**src/rtl/seg_pattern_reader.sv**
```systemverilog
// Receives a multiplexed active-low 7-segment bus, debounces each digit pattern,
// inverse-decodes it to hex and assembles complete multi-digit frames.
module seg_pattern_reader #(
    parameter int DIGITS        = 4,
    parameter int STABLE_CYCLES = 4
) (
    input  logic                  clk,
    input  logic                  rst_n,
    input  logic [6:0]            seg_in,
    input  logic [DIGITS-1:0]     dig_sel,
    output logic [4*DIGITS-1:0]   value,
    output logic                  value_valid,
    output logic                  pat_err,
    output logic                  sel_err,
    output logic [7:0]            err_count,
    output logic [1:0]            dbg_state_o
);

    typedef enum logic [1:0] {
        SETTLE = 2'd0,
        COUNT  = 2'd1,
        HELD   = 2'd2
    } state_t;

    localparam int                SW       = 7 + DIGITS;
    localparam logic [SW-1:0]     SAMP_RST = {7'h7F, {DIGITS{1'b0}}};
    localparam logic [3:0]        CNT_LAST = 4'(STABLE_CYCLES - 1);
    localparam logic [DIGITS-1:0] ALL_SET  = '1;

    state_t                state_q;
    logic [3:0]            cnt_q;
    logic [SW-1:0]         samp_q;
    logic [SW-1:0]         prev_q;
    logic [DIGITS-1:0]     bitmap_q;
    logic [4*DIGITS-1:0]   slots_q;

    logic [DIGITS-1:0]     sel_c;
    logic [6:0]            seg_c;
    logic                  same_c;
    logic                  accept_c;
    logic                  legal_c;
    logic [3:0]            nib_c;
    logic                  none_c;
    logic                  multi_c;
    logic [4*DIGITS-1:0]   slots_d;
    logic [DIGITS-1:0]     bitmap_d;
    logic [7:0]            err_count_d;

    // Returns {legal, nibble}; anything not in the hex font is illegal.
    function automatic logic [4:0] decode(input logic [6:0] s);
        logic [4:0] r;
        case (s)
            7'b1000000: r = 5'h10;
            7'b1111001: r = 5'h11;
            7'b0100100: r = 5'h12;
            7'b0110000: r = 5'h13;
            7'b0011001: r = 5'h14;
            7'b0010010: r = 5'h15;
            7'b0000010: r = 5'h16;
            7'b1111000: r = 5'h17;
            7'b0000000: r = 5'h18;
            7'b0011000: r = 5'h19;
            7'b0001000: r = 5'h1A;
            7'b0000011: r = 5'h1B;
            7'b1000110: r = 5'h1C;
            7'b0100001: r = 5'h1D;
            7'b0000110: r = 5'h1E;
            7'b0001110: r = 5'h1F;
            default:    r = 5'h00;
        endcase
        return r;
    endfunction

    always_comb begin
        sel_c    = samp_q[DIGITS-1:0];
        seg_c    = samp_q[SW-1:DIGITS];
        same_c   = (samp_q == prev_q);
        // The run becomes long enough on this edge; HELD blocks a second accept.
        accept_c = same_c && (state_q != HELD) && (cnt_q == CNT_LAST);
        {legal_c, nib_c} = decode(seg_c);
        none_c   = (sel_c == '0);
        multi_c  = ((sel_c & (sel_c - DIGITS'(1))) != '0);
        slots_d  = slots_q;
        for (int i = 0; i < DIGITS; i++) begin
            if (sel_c[i]) begin
                slots_d[4*i +: 4] = nib_c;
            end
        end
        bitmap_d    = bitmap_q | sel_c;
        err_count_d = (err_count == 8'hFF) ? err_count : err_count + 8'd1;
    end

    always_ff @(posedge clk or negedge rst_n) begin
        if (!rst_n) begin
            state_q     <= SETTLE;
            cnt_q       <= 4'd1;
            samp_q      <= SAMP_RST;
            prev_q      <= SAMP_RST;
            bitmap_q    <= '0;
            slots_q     <= '0;
            value       <= '0;
            value_valid <= 1'b0;
            pat_err     <= 1'b0;
            sel_err     <= 1'b0;
            err_count   <= 8'd0;
        end else begin
            samp_q      <= {seg_in, dig_sel};
            prev_q      <= samp_q;
            value_valid <= 1'b0;
            pat_err     <= 1'b0;
            sel_err     <= 1'b0;
            if (!same_c) begin
                state_q <= SETTLE;
                cnt_q   <= 4'd1;
            end else if (accept_c) begin
                state_q <= HELD;
                if (multi_c) begin
                    sel_err   <= 1'b1;
                    err_count <= err_count_d;
                    bitmap_q  <= '0;
                end else if (!none_c) begin
                    if (!legal_c) begin
                        pat_err   <= 1'b1;
                        err_count <= err_count_d;
                        bitmap_q  <= '0;
                    end else begin
                        slots_q <= slots_d;
                        if (bitmap_d == ALL_SET) begin
                            value       <= slots_d;
                            value_valid <= 1'b1;
                            bitmap_q    <= '0;
                        end else begin
                            bitmap_q <= bitmap_d;
                        end
                    end
                end
            end else if (state_q != HELD) begin
                state_q <= COUNT;
                cnt_q   <= cnt_q + 4'd1;
            end
        end
    end

    assign dbg_state_o = state_q;

endmodule

```
**config.mk**
```make
export PLATFORM = sky130hd
export DESIGN_NAME = seg_pattern_reader
export DESIGN_NICKNAME = d
export VERILOG_FILES = /design/src/rtl/seg_pattern_reader.sv
export SDC_FILE = /design/constraint.sdc
export NUM_CORES = 1
export LEC_CHECK = 0
export BUFFER_PORTS_ARGS = -buffer_cell sky130_fd_sc_hd__buf_4
export CAP_MARGIN = 20
export CORE_AREA = 2 2 93 95
export CTS_BUF_LIST = sky130_fd_sc_hd__clkbuf_8
export CTS_CLUSTER_DIAMETER = 40
export DETAILED_ROUTE_END_ITERATION = 8
export DIE_AREA = 0 0 95 97
export PLACE_DENSITY = 0.61
export RECOVER_POWER = 25
export SLEW_MARGIN = 15
export SYNTH_ARGS = -nofsm -noshare
export SYNTH_HDL_FRONTEND = slang
export SYNTH_SLANG_ARGS = --single-unit
```
**constraint.sdc**
```tcl
create_clock -name clk -period 3.7 [get_ports clk]
set_clock_uncertainty 0.05 [all_clocks]
set_input_delay 0.74 -clock clk [delete_from_list [all_inputs] [get_ports clk]]
set_output_delay 0.74 -clock clk [all_outputs]
set_load 0.02 [all_outputs]
```
==> impl_results.md <==
* Status: finished, violations left
* Failing checks: max-capacitance violations, max-slew violations
* CP Launch Point: samp_q[5]
* Worst Setup Start Kind: register
* Synthesized area per cell at approximately 12 um^2
* Worst Max-Slew Pin Slew at between 1.5 and 2 ns
* Crit path DAT at around 3.2 ns
* Req. time, crit path at approximately 3.9 ns
* CP endpoint kind: register
* Syn nets at 313
* Slew Limit Headroom at -0.207
* Setup TNS at 0 ns
* Clock transition at path regs at approximately 0.080 ns
* Hold Path Cell Cnt at 1
* GR Overflow Total at 0
* Reg2Reg Depth at 6
* Number of global-route vias before repair at 2448
* P per Cell Area at 401 nW/um^2
* Area share of the largest cell type after synthesis at 0.421
* Post-CTS Hold Fix Bufs at 0
* CTS Buf Count at 9
* Max frequency at 337 MHz
* DR DRC count at 0
* # rows at 33
* Initial antenna violation count at 0
* RR Startpoint: samp_q[5]
* Detailed Routing Iterations Pass 1 at 4
* Crit path max fanout at 16
* CTS tree: done
* Clk_lat worst skew at about 0.35 ns
* DR vias/cell at 5.42
* Final Hold Viols at 0
* WL final at ~7.0 mm
* Worst Hold Launch: seg_in[4]
* Root Driver: clkbuf_8
* Global-route wire length before repair at around 12 mm
* Yosys top cell by area: dfrtp_1
* ANT cells at 0
* Sinks on Clock Net at 75
* Cell Area, Synth at roughly 3600 um^2
* Largest cells by area after synthesis: dfrtp_1 (42%), dfstp_2 (11%), mux2_2 (5.4%)
* RSZ-0062 raised after global routing: false
* CTS max path bufs at 2
* Seq/Total Area, Yosys at 0.532
* Area grow syn2layout at 15.6%
* Starting DRT DRC Count at just over 80
* Synth Flop Type: dfrtp_1
* Ys async rst share at 1.00
* ANT nets after route at 0
* Htree depth at 3
* Layout cells sized above 1 at 0.327
* HPWL after DPL at 4.68 mm
* Slew Viols, Final at 76
* Finish-stage setup viols at 0
* Total track usage at 0.168
* Minimum clock period at around 3.0 ns
* # Max-Cap Violations at 1
* Horiz. Die Dim at approximately 95 um
* Unique cell type count in the Yosys netlist at 58
* Final net count at 346
* Final core utilization at 0.507
* # Post-CTS Setup Buffers at 0
* Flops & latches, synth at 75
* Port bufs at 41
* Core area at 8130 um^2
* # resized after CTS at 0
* Largest net degree at the start of global routing at 76
* Leakage power at roughly 1.9 nW
* Post-synth EDFFs at 0
* Ports at 42
* Worst hold path type: input port to register
* Period utilization at 0.802
* GPL Wtd Cong at 0.852
* Chip height at 97 um
* Via count at 2392
* Synth warnings at 0
* Synthesized instance count at about 300
* Starting Density at 0.438
* WL/cell at ~16 um
* Die area at between 9000 and 10000 um^2
* Worst IR Drop VDD at around 190 uV
* Worst setup path class: register to register
-- where the power goes --
part / total (mW) / internal (mW) / switching [mW] / leakage [nW]
clock: 0.704 / 0.384 / 0.320 / 0.102
sequential: 0.867 / 0.836 / 0.0308 / 0.974
combinational: 0.0807 / 0.0331 / 0.0475 / 0.863
total: 1.65 / 1.25 / 0.398 / 1.94
-- path summary, 6_finish.rpt --
kind | end | slack, ns
max | value[1] | 0.73
min | samp_q[8] | 0.45
max reg2reg | value[1] | 0.73
min reg2reg | value[2] | 0.45
max in group asynchronous | slots_q[0] | 1.71
min in group asynchronous | cnt_q[1] | 0.82
-- layer usage --
metal	vias up	part of all wire	GRT usage
li1	1125	-	-
met2	60	0.48	0.257
met1	1194	0.46	0.235
met3	13	0.036	0.0288
met5	-	0	0
met4	0	0.021	0.0736
-- cells in the final DEF, fill, tap and decap left out, types with 3 or more instances in the layout --
master	Yosys	routed
o22ai_1	4	4
clkbuf_4	0	11
nor2_1	28	28
dfrtp_1	60	60
nand2b_1	5	5
o21ai_0	4	4
xor2_1	18	18
mux2_1	6	6
a21oi_1	24	24
nand4_1	7	7
mux2_4	10	10
clkbuf_8	0	9
buf_4	1	29
dfstp_1	0	7
nand3_1	4	4
nand2_1	9	9
and3_1	7	7
clkinvlp_4	0	3
nor3_1	9	9
mux2_2	17	17
xnor2_1	3	3
dfstp_2	15	8
-- area by class of cell --
type,count,area (um^2)
flip-flops and latches,75,1900
well taps,105,131
repair buffers,41,305
inverters,3,11.3
fillers,727,4010
clock inverters,7,100
multi-input cells,201,1560
clock buffers,9,124
-- Yosys cell counts, types with 3 or more instances --
cell type and count:
xor2_1 18, clkbuf_1 6, buf_2 10, nor2_1 28
nor3_1 9, nand2b_1 5, mux2_1 6, mux2_4 10
dfrtp_1 60, and3_1 7, o22ai_1 4, nand3_1 4
xnor2_1 3, nand2_1 9, a21oi_1 24, mux2_2 17
nand4_1 7, o21ai_0 4, dfstp_2 15
-- registers in the layout (all words and copies together) (netlist names) --
| signal | cells |
|---|---|
| slots_q | 16 |
| value | 16 |
| prev_q | 11 |
| samp_q | 11 |
| err_count | 8 |
| bitmap_q | 4 |
| cnt_q | 4 |
| dbg_state_o | 2 |
| pat_err | 1 |
| sel_err | 1 |
| value_valid | 1 |
-- worst max-delay path, stage by stage (launching register included) --
cell and delay (ns):
dfstp_1 0.79, nor3b_1 0.35, mux2i_1 0.16, o311a_4 0.38, a31oi_4 0.36, nand3_4 0.34
mux2_1 0.41
-- metrics by stage --
step           cells  total power, mW  area, um^2  hold slack, ns  setup slack [ns]
2_1_floorplan    298            0.929        3570           0.302              1.35
4_1_cts          441             1.68        4130           0.414             0.889
3_5_place_dp     425            0.968        3900           0.400             0.935
6_report         441             1.65        4120           0.448             0.734
3_3_place_gp     425            0.966        3900           0.387              1.01
5_1_grt          441             1.72        4120           0.430             0.510
-- cells by family after synthesis --
kind of cell,share of synthesized area
buf+inv,0.0319
mux,0.120
flops,0.532
simple gates,0.173
compound gates,0.0821
fa+ha+maj,0.00982
xor+xnor,0.0516
Note: power is estimated with default switching activity, not from simulation.
